`src/rtl/periph_bus_arbiter.sv`:
```
// Two-port round-robin arbiter onto the peripheral register bus.
// Ports: clk/rst, m0_*/m1_* requesters, p_* peripheral bus, busy, gnt_id.
module periph_bus_arbiter #(
  parameter int ACCESS_CYCLES = 2,
  parameter int AW = 32,
  parameter int DW = 32
) (
  input  logic          clk,
  input  logic          rst,
  input  logic          m0_req,
  input  logic          m0_wr,
  input  logic [AW-1:0] m0_addr,
  input  logic [DW-1:0] m0_wdata,
  output logic          m0_ack,
  output logic [DW-1:0] m0_rdata,
  input  logic          m1_req,
  input  logic          m1_wr,
  input  logic [AW-1:0] m1_addr,
  input  logic [DW-1:0] m1_wdata,
  output logic          m1_ack,
  output logic [DW-1:0] m1_rdata,
  output logic [AW-1:0] p_addr,
  output logic          p_wr,
  output logic          p_re,
  output logic [DW-1:0] p_wdata,
  input  logic [DW-1:0] p_rdata,
  output logic          busy,
  output logic          gnt_id
);

  localparam int CW = (ACCESS_CYCLES > 1) ? $clog2(ACCESS_CYCLES) : 1;

  typedef enum logic [1:0] {
    IDLE,
    ACCESS,
    RESP
  } state_e;

  state_e        state_q, state_d;
  logic [CW-1:0] cnt_q, cnt_d;
  logic          wr_q, wr_d;
  logic [AW-1:0] addr_q, addr_d;
  logic [DW-1:0] wdata_q, wdata_d;
  logic [DW-1:0] rdata_q, rdata_d;
  logic          gnt_q, gnt_d;
  logic          last_q, last_d;
  logic          win;

  always_ff @(posedge clk) begin
    if (rst) begin
      state_q <= IDLE;
      cnt_q   <= '0;
      wr_q    <= 1'b0;
      addr_q  <= '0;
      wdata_q <= '0;
      rdata_q <= '0;
      gnt_q   <= 1'b0;
      last_q  <= 1'b1;
    end else begin
      state_q <= state_d;
      cnt_q   <= cnt_d;
      wr_q    <= wr_d;
      addr_q  <= addr_d;
      wdata_q <= wdata_d;
      rdata_q <= rdata_d;
      gnt_q   <= gnt_d;
      last_q  <= last_d;
    end
  end

  always_comb begin
    state_d = state_q;
    cnt_d   = cnt_q;
    wr_d    = wr_q;
    addr_d  = addr_q;
    wdata_d = wdata_q;
    rdata_d = rdata_q;
    gnt_d   = gnt_q;
    last_d  = last_q;
    win     = 1'b0;
    unique case (state_q)
      IDLE: begin
        if (m0_req || m1_req) begin
          // Contention goes to the port not served last.
          win     = (m0_req && m1_req) ? ~last_q : m1_req;
          gnt_d   = win;
          wr_d    = win ? m1_wr : m0_wr;
          addr_d  = win ? m1_addr : m0_addr;
          wdata_d = win ? m1_wdata : m0_wdata;
          cnt_d   = CW'(ACCESS_CYCLES - 1);
          state_d = ACCESS;
        end
      end
      ACCESS: begin
        if (cnt_q == '0) begin
          rdata_d = wr_q ? '0 : p_rdata;
          state_d = RESP;
        end else begin
          cnt_d = cnt_q - 1'b1;
        end
      end
      RESP: begin
        last_d  = gnt_q;
        state_d = IDLE;
      end
      default: state_d = IDLE;
    endcase
  end

  always_comb begin
    p_addr   = '0;
    p_wdata  = '0;
    p_wr     = 1'b0;
    p_re     = 1'b0;
    m0_ack   = 1'b0;
    m1_ack   = 1'b0;
    m0_rdata = '0;
    m1_rdata = '0;
    if (state_q == ACCESS) begin
      p_addr  = addr_q;
      p_wdata = wdata_q;
      p_re    = ~wr_q;
      // Single write strobe so side-effect registers fire once.
      p_wr    = wr_q && (cnt_q == '0);
    end
    if (state_q == RESP) begin
      m0_ack   = ~gnt_q;
      m1_ack   = gnt_q;
      m0_rdata = gnt_q ? '0 : rdata_q;
      m1_rdata = gnt_q ? rdata_q : '0;
    end
  end

  assign busy   = (state_q != IDLE);
  assign gnt_id = gnt_q;

endmodule

```
`config.mk`:
```
export PLATFORM = sky130hd
export DESIGN_NAME = periph_bus_arbiter
export DESIGN_NICKNAME = d
export VERILOG_FILES = /design/src/rtl/periph_bus_arbiter.sv
export SDC_FILE = /design/constraint.sdc
export NUM_CORES = 1
export LEC_CHECK = 0
export BUFFER_PORTS_ARGS = -buffer_cell sky130_fd_sc_hd__buf_2
export CAP_MARGIN = 20
export CORE_UTILIZATION = 41
export DETAILED_ROUTE_END_ITERATION = 8
export PLACE_DENSITY = 0.74
export SLEW_MARGIN = 30
export SYNTH_ARGS = -nofsm -noshare
export SYNTH_HDL_FRONTEND = slang
export SYNTH_SLANG_ARGS = --single-unit
```
`constraint.sdc`:
```
create_clock -name clk -period 3.25 [get_ports clk]
set_input_delay 0 -clock clk [delete_from_list [all_inputs] [get_ports clk]]
set_output_delay 0 -clock clk [all_outputs]
set_load 0.01 [all_outputs]
```
==> impl_metrics.tcl, run 1 <==
set metrics [dict create \
    run_status "complete, no violations" \
    worst_r2r_startpoint "last_q" \
    filler_cell_count 982 \
    syn_area_per_cell_um2 8.22 \
    clock_path_buffers 2 \
    layout.area.seq_um2 2040 \
    core_um2 13300 \
    route.detailed.drc 0 \
    min-delay-path-class "in -> reg" \
    cts.repair_timing.setup_buffer_count 0 \
    power_density_nw_per_um2 399 \
    irDropWorstVdd_uv 251 \
    drive_gt1_frac 0.353 \
    cts_max_level 3 \
    postLayoutCoreUtil 0.680 \
    startpoint "last_q" \
    drtIter0Drc 408 \
    timing.final.setup_violations 0 \
    synth_top_area_share 0.364 \
    die_w_um 119 \
    cts.root.buffer_cell "clkbuf_16" \
    path_class "reg -> reg" \
    layout.cells.most_common_list "buf_2, nand2_1, dlygate4sd3_1, and2_1, dfxtp_1" \
    worst_r2r_endpoint "addr_q[12]" \
    synth_area_um2 5610 \
    io_buffer_count 299 \
    end_kind "flip-flop" \
    critPathCapture "addr_q[12]" \
    finalSetupTns_ns 0 \
    avgRoutedWirePerCell_um 16.2 \
    critical_path.startpoint_type "flip-flop" \
    timing.critical_path.arrival_ns 2.75 \
    finalWirelength_um 20700 \
    rsz0062_at_grt "no" \
    synth_seq_cells 102 \
    hold_slack_ns 0.0865 \
    portion_of_total_power_attributed_to_combinational_logic 0.299 \
    yosys.cell_types.count 26 \
    postRouteAntennaNets 0 \
    max_slew.worst_pin.slew_ns 0.811 \
    cp_slowest_cell "a21bo_2" \
    finalWorstPathRequiredPeriod_ns 2.47 \
    largest_net_degree_at_the_start_of_global_routing 80 \
    route.vias.total 6658 \
    reg2reg_setup_slack_ns 0.78 \
    cpPeakStageDelay_ns 0.66 \
    tritoncts "yes" \
    timing.slew.headroom 0.459 \
    globalRouteOverflowTotal 0 \
    multi_input_area_um2 3210 \
    initial_utilization 0.422 \
    postSynthNetCount 848 \
    cts-buffers-inserted 9 \
    antenna_violations_before_repair 2 \
    critical_path_depth 5 \
    synth_warnings 0 \
    internal_pwr_total_mw 2.49 \
    syn_to_final_growth_pct 61.3 \
    clock_insertion_delay_worst_skew_ns 0.35 \
    synth.largest_area_cell "dfxtp_1" \
    place_hpwl_um 11400 \
    grt_pass1_vias 6694 \
    critical_path.cell_chain "a21bo_2 > buf_12 > nand2_1 > a311oi_2 > dlygate4sd3_1" \
    fmax_ghz 0.404 \
    detailedRoute.firstPassIterationCount 5 \
    hold_viol 0 \
    io_pins 300 \
    power.share.switching 0.308 \
    net-switching-power_mw 1.11 \
    power.leakage_nw 4.27 \
    finalCritPeriodShare 0.761 \
    critPathBufInv 2 \
    fp.dieArea_um2 14200 \
    crit_path_max_fanout 34 \
    layout.cells.most_common "buf_2" \
    final_nets 1264 \
    cts.reportedPaths.clkPinSlew_ns 0.07 \
    floorplan.rows 42 \
    portion_of_the_post_synthesis_area_used_by_sequential_elements 0.364 \
    gr-usage-all-layers 0.288 \
    fin_worst_skew_ns 0.00684 \
    r2r.worst_path.cells 5 \
    worst-endpoint-required_ns 3.53 \
    fp.dieH_um 119 \
    clk_network_pwr_share 0.292 \
    cts.sink_count 102 \
    timing_max_transition_violations_final 0 \
    routed_via_density 5.20 \
    critical_path.top_delay_family "compound AO/OA/AOI/OAI gates" \
    postSynthCellCount 682 \
    synth_top_cells_by_area "dfxtp_1, and2_1, a311oi_2" \
    first_pass_grt_wire_length_um 32400 \
    maxCapViolations 0 \
    power_frac_seq 0.409 \
    place.gp.congestion 0.835 \
]
-- cells in the mapped netlist --
cell and n:
nor2_2 2, a311oi_2 50, buf_2 25, inv_2 1, o21ai_0 1, nor2b_1 1
buf_6 10, or2_2 1, nor2_4 1, a311oi_1 15, nor2_1 4, a21bo_2 1
inv_1 1, or3b_1 1, dfxtp_1 102, and2_1 129, a21oi_1 100, buf_4 4
nor3b_4 1, buf_1 2, clkbuf_1 28, nand2_1 166, nand2b_1 2, a21boi_2 1
a211o_1 1, nand3b_1 32
-- per-layer routing --
metal	routed length, um	up-vias	part of all wire	track usage
li1	-	3166	-	-
met1	7970	3067	0.38	0.309
met2	10600	356	0.51	0.528
met3	1350	69	0.065	0.0575
met4	860	0	0.041	0.155
met5	0	-	0	0
-- cells by family after synthesis --
group	count (synthesis)	synth area share
simple gates	340	0.314
compound gates	169	0.253
buf+inv	71	0.0691
flops	102	0.364
-- worst min-delay path by stage --
stage                 startpoint  slack, ns     endpoint  cells past startpoint
detailed placement  m0_wdata[19]       0.27  wdata_q[19]                      3
finish                    m1_req       0.09       gnt_id                      4
global route              m1_req       0.10       gnt_id                      4
floorplan           m0_wdata[19]       0.15  wdata_q[19]                      2
CTS                       m1_req       0.07       gnt_id                      4
global placement    m0_wdata[19]       0.27  wdata_q[19]                      3
-- worst reg2reg max path, cell delays in order, from the launching register on --
cell and delay (ns):
dfxtp_1 0.40, a21bo_2 0.66, buf_12 0.28, nand2_1 0.12, a311oi_2 0.29, dlygate4sd3_1 0.64
-- registers in the layout (all words and copies together) (netlist names) --
name	flops
gnt_id	1
cnt_q	1
wr_q	1
addr_q	32
state_q	2
last_q	1
rdata_q	32
wdata_q	32
-- power groups by stage --
stage	Combinational, mW	Clock [mW]	Sequential [mW]
final	1.08	1.05	1.48
after global routing	1.16	1.13	1.49
after CTS	1.04	1.07	1.47
after detailed placement	0.813	0	1.49
after global placement	0.806	0	1.49
after floorplan	0.581	0	1.46
-- layout make-up --
class,instances,area share
inverters,2,0.000830
clock buffers,11,0.0279
repair buffers,474,0.362
multi-input cells,509,0.355
well taps,176,0.0243
diodes,2,0.000553
clock inverters,5,0.00373
flip-flops and latches,102,0.226
-- through the flow --
| step | cells | instance area (um^2) | setup slack (ns) | power (mW) |
|---|---|---|---|---|
| final | 1281 | 9050 | 0.777 | 3.61 |
| after global routing | 1281 | 9050 | 0.709 | 3.78 |
| after CTS | 1279 | 9030 | 0.859 | 3.57 |
| after detailed placement | 1101 | 7120 | 1.41 | 2.31 |
| after global placement | 1101 | 7120 | 1.43 | 2.29 |
| after floorplan | 682 | 5610 | 1.97 | 2.04 |
-- timing repair --
| item | 4_1_cts | 5_1_grt |
|---|---|---|
| hold endpoints to repair | 97 | 0 |
| hold buffers | 162 | 0 |
| gates resized for setup | 0 | 0 |
(Power assumes the default switching activity.)
==> inputs of run 2 (changes only) <==
--- a/config.mk
+++ b/config.mk
@@ -5,11 +5,12 @@
 export SDC_FILE = /design/constraint.sdc
 export NUM_CORES = 1
 export LEC_CHECK = 0
+export ABC_AREA = 1
 export BUFFER_PORTS_ARGS = -buffer_cell sky130_fd_sc_hd__buf_2
 export CAP_MARGIN = 20
 export CORE_UTILIZATION = 41
 export DETAILED_ROUTE_END_ITERATION = 8
-export PLACE_DENSITY = 0.74
+export PLACE_DENSITY = 0.73
 export SLEW_MARGIN = 30
 export SYNTH_ARGS = -nofsm -noshare
 export SYNTH_HDL_FRONTEND = slang
==> constraint.sdc (replaced) <==
create_clock -name clk -period 2.45 [get_ports clk]
set_input_delay 0 -clock clk [delete_from_list [all_inputs] [get_ports clk]]
set_output_delay 0 -clock clk [all_outputs]
set_load 0.01 [all_outputs]
==> run 2 against run 1 <==
Against the previous run: global-route usage fell by 3.5 points; non-clock buffer count is 43 lower; largest power group unchanged; core utilization is 4.0 points lower; die area rose by 5.9%; sequential cell count did not move; clock-buffer cell count up 1; largest cell class is now multi-input combinational cells; sequential share of layout area increased by 0.13 points; critical endpoint is now m0_rdata[3].
==> impl_metrics.tcl, run 2 <==
set metrics [dict create \
    drive_gt1_frac 0.225 \
    run_status "complete, no violations" \
    synth.cells.most_frequent "nor2_1, nand2_1, inv_1, dfxtp_1, a21oi_1" \
    finalWorstPathRequiredPeriod_ns 2.19 \
    maxCapViolations 0 \
    place_hpwl_um 11900 \
    layout.area.seq_um2 2040 \
    worst_r2r_startpoint "last_q" \
    routed_via_density 4.41 \
    reg_top3 "addr_q x32, rdata_q x32, wdata_q x32" \
    finalSetupTns_ns 0 \
    yosys.cell_types.count 14 \
    cts.repair_timing.setup_buffer_count 0 \
    finalWirelength_um 19300 \
    hold_slack_ns 0.00536 \
    crit_path_max_fanout 32 \
    r2r.worst_path.cells 7 \
    grt_pass1_vias 6865 \
    io_pins 300 \
    postRouteAntennaNets 0 \
    hold_viol 0 \
    cp_slowest_cell "clkinv_1" \
    core_um2 14000 \
    max_slew.worst_pin.slew_ns 0.838 \
    place.gp.congestion 0.829 \
    largest_net_degree_at_the_start_of_global_routing 54 \
    synth.largest_area_cell "dfxtp_1" \
    finalCritPeriodShare 0.894 \
    post_dp_cell_area_um2 7500 \
    cts_max_level 3 \
    fmax_ghz 0.457 \
    postLayoutCoreUtil 0.640 \
    critPathBufInv 2 \
    layout.cells.most_common_list "nor2_1, nand2_1, buf_2, inv_1, dlygate4sd3_1" \
    worst_hold_startpoint "m0_wdata[11]" \
    fp.dieH_um 122 \
    multi_input_area_um2 2840 \
    globalRouteOverflowTotal 0 \
    postSynthCellCount 1100 \
    tritoncts "yes" \
    first_pass_grt_wire_length_um 30200 \
    cts_resized 0 \
    portion_of_the_post_synthesis_area_used_by_sequential_elements 0.343 \
    synth_area_um2 5950 \
    die_w_um 122 \
    antenna-diode-count 0 \
    critical_path.top_delay_family "buffers and inverters" \
    antenna_violations_before_repair 0 \
    timing_max_transition_violations_final 0 \
    postSynthNetCount 1266 \
    fp.dieArea_um2 15000 \
    io_buffer_count 299 \
    layout_setup_ws_ns 0.261 \
    fin_worst_skew_ns 0.00772 \
    rsz0062_at_grt "no" \
    layout.cells.most_common "nor2_1" \
    syn_area_per_cell_um2 5.41 \
    synth_seq_cells 102 \
    final_nets 1646 \
    route.detailed.drc 0 \
    syn_to_final_growth_pct 51.1 \
    initial_utilization 0.424 \
    drtIter0Drc 430 \
    clock_insertion_delay_worst_skew_ns 0.34 \
    final_area_um2 8990 \
    worstHoldEndpoint "wdata_q[11]" \
    gr-usage-all-layers 0.253 \
    irDropWorstVdd_uv 286 \
    min-delay-path-class "in -> reg" \
    yosys.cell_count.top_type "nor2_1" \
    worst_r2r_endpoint "addr_q[26]" \
    worst_slack_after_detailed_placement_ns 0.868 \
    power_density_nw_per_um2 523 \
    hold-path-cell-count 5 \
    cts.reportedPaths.clkPinSlew_ns 0.07 \
    timing.slew.headroom 0.438 \
    edff_count_synth 0 \
    power.leakage_nw 5.24 \
    critical_path.startpoint_type "flip-flop" \
    route.vias.total 7342 \
    avgRoutedWirePerCell_um 11.6 \
    worst-endpoint-required_ns 2.45 \
    reg2reg_setup_slack_ns 0.32 \
    synth_top_area_share 0.343 \
    path_class "reg -> out" \
    critical_path.cell_chain "nand2_1 > nor2_1 > clkinv_1 > nor2_1 > buf_2" \
    floorplan.rows 43 \
    filler_cell_count 1294 \
    synth_async_sr_flop_share 0 \
    cts.sink_count 102 \
    detailedRoute.firstPassIterationCount 4 \
    timing.critical_path.arrival_ns 2.19 \
    cpPeakStageDelay_ns 0.68 \
    end_kind "output pin" \
    clock_path_buffers 2 \
    synth_warnings 0 \
    cts.root.buffer_cell "clkbuf_16" \
    synth-main-ff-cell "dfxtp_1" \
    cts-buffers-inserted 9 \
    synth_top_cells_by_area "dfxtp_1, nor2_1, nand2_1" \
    timing.final.setup_violations 0 \
    cp_common_cell "nor2_1" \
]
## run 2: cell types whose count changed in the layout (fill, tap and decap cells not counted), moves of 15 or more
cell           delta
inv_1           +196
nor2_1          +356
dlygate4sd3_1    -42
a311oi_2         -50
nand2_1         +165
nand3b_1         -32
a311oi_1         -15
a21oi_1          -65
and2_1          -129
## run 2: area by class of cell
type                    instances  share of cell area
well taps                     180              0.0251
clock buffers                  12              0.0263
flip-flops and latches        102               0.227
repair buffers                431               0.316
clock inverters                 4             0.00529
multi-input cells             735               0.316
inverters                     201              0.0839
## run 2: per-stage QoR
step | power (mW) | instances
3_5_place_dp | 3.12 | 1529
5_1_grt | 5.02 | 1665
3_3_place_gp | 3.11 | 1529
2_1_floorplan | 2.75 | 1100
6_report | 4.70 | 1665
4_1_cts | 4.72 | 1665
## run 2: kinds of logic (layout without fill, tap and decap cells)
| kind of cell | after synthesis | count (layout) | synth area share |
|---|---|---|---|
| and+or+nand+nor | 699 | 699 | 0.443 |
| buffers and inverters | 263 | 648 | 0.183 |
| DFF | 102 | 102 | 0.343 |
| AOI/OAI and AO/OA | 36 | 36 | 0.0309 |
## run 2: power by group
part | switching, mW | leakage (nW) | internal (mW)
registers | 0.0556 | 0.842 | 1.83
clock network | 0.612 | 0.137 | 0.791
logic | 0.806 | 4.26 | 0.602
## run 2: timing repair
item	in CTS	in global routing
hold buffers	120	0
endpoints found under the hold margin	94	0
endpoints found under the setup margin	0	0
## run 2: tightest hold or removal path, delay by kind of cell
family	cells	cell delay, ns
simple gates	4	0.22
buf+inv	1	0.08
## run 2: layer usage
metal | vias up | GRT usage | wire [um]
li1 | 3845 | - | -
met1 | 3182 | 0.278 | 7830
met2 | 264 | 0.472 | 9670
met3 | 51 | 0.0455 | 1140
met4 | 0 | 0.111 | 622
met5 | - | 0 | 0
## run 2: worst max-delay path by stage
stage	endpoint	startpoint	cells past startpoint
after detailed placement	m0_rdata[3]	state_q[0]	6
after global routing	m0_rdata[3]	state_q[1]	5
after floorplan	addr_q[10]	state_q[0]	8
after CTS	addr_q[31]	last_q	8
after global placement	m0_rdata[3]	state_q[0]	6
final	m0_rdata[3]	state_q[1]	5
==> inputs of run 3 (changes only) <==
--- a/config.mk
+++ b/config.mk
@@ -8,6 +8,7 @@
 export ABC_AREA = 1
 export BUFFER_PORTS_ARGS = -buffer_cell sky130_fd_sc_hd__buf_2
 export CAP_MARGIN = 20
+export CORE_ASPECT_RATIO = 1.2
 export CORE_UTILIZATION = 41
 export DETAILED_ROUTE_END_ITERATION = 8
 export PLACE_DENSITY = 0.73
==> run 3 against run 2 <==
Against the previous run: the run now ends with DRC left; sequential power is essentially flat; global-route usage shrank 0.36 points; via count rose by 0.50%; cell count rose by 0.18%; routed wire length decreased by 0.86%; sequential share of layout area is 0.21 points lower.
==> impl_metrics.tcl, run 3 (synthesis results as in run 2) <==
set metrics [dict create \
    finalSetupTns_ns 0 \
    grt_pass1_vias 6842 \
    syn_to_final_growth_pct 52.5 \
    layout_setup_ws_ns 0.327 \
    first_pass_grt_wire_length_um 30500 \
    max_slew.worst_pin.slew_ns 0.943 \
    avgRoutedWirePerCell_um 11.5 \
    power.leakage_nw 5.30 \
    worst-endpoint-required_ns 2.69 \
    route.vias.total 7379 \
    cts.reportedPaths.clkPinSlew_ns 0.07 \
    final_area_um2 9070 \
    hold_viol 0 \
    tritoncts "yes" \
    clock_insertion_delay_worst_skew_ns 0.34 \
    initial_utilization 0.425 \
    io_buffer_count 299 \
    place.gp.congestion 0.816 \
    die_w_um 112 \
    fp.dieH_um 134 \
    worstHoldEndpoint "rdata_q[7]" \
    place_hpwl_um 12000 \
    min-delay-path-class "in -> reg" \
    critical_path.startpoint_type "input port" \
    worst_slack_after_detailed_placement_ns 0.918 \
    rsz0062_at_grt "no" \
    final_nets 1659 \
    hold-path-cell-count 5 \
    layout.cells.most_common_list "nor2_1, nand2_1, buf_2, inv_1, dlygate4sd3_1" \
    gr-usage-all-layers 0.250 \
    worst_hold_startpoint "p_rdata[7]" \
    largest_net_degree_at_the_start_of_global_routing 68 \
    cts.repair_timing.setup_buffer_count 0 \
    run_status "finished, violations left" \
    timing.final.setup_violations 0 \
    fmax_ghz 0.471 \
    io_pins 300 \
    cts-buffers-inserted 9 \
    cts_max_level 3 \
    drtIter0Drc 446 \
    finalWorstPathRequiredPeriod_ns 2.12 \
    r2r.worst_path.cells 7 \
    cts.sink_count 102 \
    routed_via_density 4.42 \
    floorplan.rows 47 \
    timing_max_transition_violations_final 0 \
    antenna-diode-count 0 \
    internal_pwr_total_mw 3.19 \
    crit_path_max_fanout 42 \
    finalWirelength_um 19100 \
    layout.cells.most_common "nor2_1" \
    core_um2 14000 \
    timing.slew.headroom 0.370 \
    power_density_nw_per_um2 514 \
    place.detailed.instances 1521 \
    antenna_violations_before_repair 0 \
    power.share.switching 0.316 \
    post_dp_cell_area_um2 7470 \
    fin_worst_skew_ns 0.00517 \
    clock_path_buffers 2 \
    reg_top3 "addr_q x32, rdata_q x32, wdata_q x32" \
    net-switching-power_mw 1.47 \
    worst_r2r_startpoint "last_q" \
    maxCapViolations 0 \
    fp.dieArea_um2 15000 \
    worst_r2r_endpoint "addr_q[28]" \
    fin_cells 1668 \
    portion_of_total_power_attributed_to_combinational_logic 0.305 \
    irDropWorstVdd_uv 277 \
    cts.root.buffer_cell "clkbuf_16" \
    clk_network_pwr_share 0.290 \
    path_class "in -> reg" \
    detailedRoute.firstPassIterationCount 9 \
    timing.critical_path.arrival_ns 2.37 \
    finalCritPeriodShare 0.867 \
    end_kind "flip-flop" \
    route.detailed.drc 19 \
    hold_slack_ns 0.00537 \
    drive_gt1_frac 0.225 \
    power_frac_seq 0.405 \
    reg2reg_setup_slack_ns 0.36 \
    violations "DRC" \
    postRouteAntennaNets 0 \
    globalRouteOverflowTotal 0 \
]
run 3: metal layers:
layer / global-route usage / share of wire / up-vias
met5: 0 / 0 / -
met4: 0.133 / 0.039 / 0
met3: 0.0384 / 0.059 / 56
met2: 0.464 / 0.50 / 294
met1: 0.272 / 0.40 / 3156
li1: - / - / 3873
run 3: power groups by stage:
stage / logic (mW) / registers (mW) / clock network (mW)
after floorplan: 0.839 / 1.91 / 0
after global placement: 1.17 / 1.92 / 0
after detailed placement: 1.18 / 1.93 / 0
after CTS: 1.40 / 1.89 / 1.38
after global routing: 1.60 / 1.90 / 1.43
final: 1.42 / 1.89 / 1.35
run 3: per-stage QoR:
step / utilization / total power, mW
floorplan: - / 2.75
global placement: 0.534 / 3.09
detailed placement: 0.534 / 3.11
CTS: 0.648 / 4.67
global route: 0.648 / 4.94
finish: 0.648 / 4.66
run 3: how the worst max path moves through the flow:
| stage | start | to | slack (ns) |
|---|---|---|---|
| final | m0_req | addr_q[28] | 0.33 |
| after global routing | m0_req | wdata_q[8] | 0.17 |
| after CTS | m0_req | wdata_q[5] | 0.37 |
| after detailed placement | state_q[0] | m0_rdata[5] | 0.92 |
| after global placement | last_q | wdata_q[1] | 0.94 |
| after floorplan | state_q[0] | addr_q[10] | 1.28 |
run 3: repair_timing:
item                                   in CTS  in global routing
endpoints found under the hold margin      96                  0
resized for setup                           0                  0
hold buffers                              132                  0
run 3: worst max-delay path, stage by stage:
cell and delay [ns]:
dlygate4sd3_1 0.54, buf_2 0.15, nand2_1 0.10, nand2_4 0.38, buf_4 0.37, nor2_1 0.07
nor2_1 0.13, dlygate4sd3_1 0.57, nor2_1 0.04
run 3: final cells by class:
cell class                 count  area [um^2]
fill                        1224         4930
timing repair buffer         444         2940
multi-input combinational    735         2840
sequential                   102         2040
inverter                     201          754
clock buffer                  11          253
tap                          171          214
clock inverter                 4         22.5
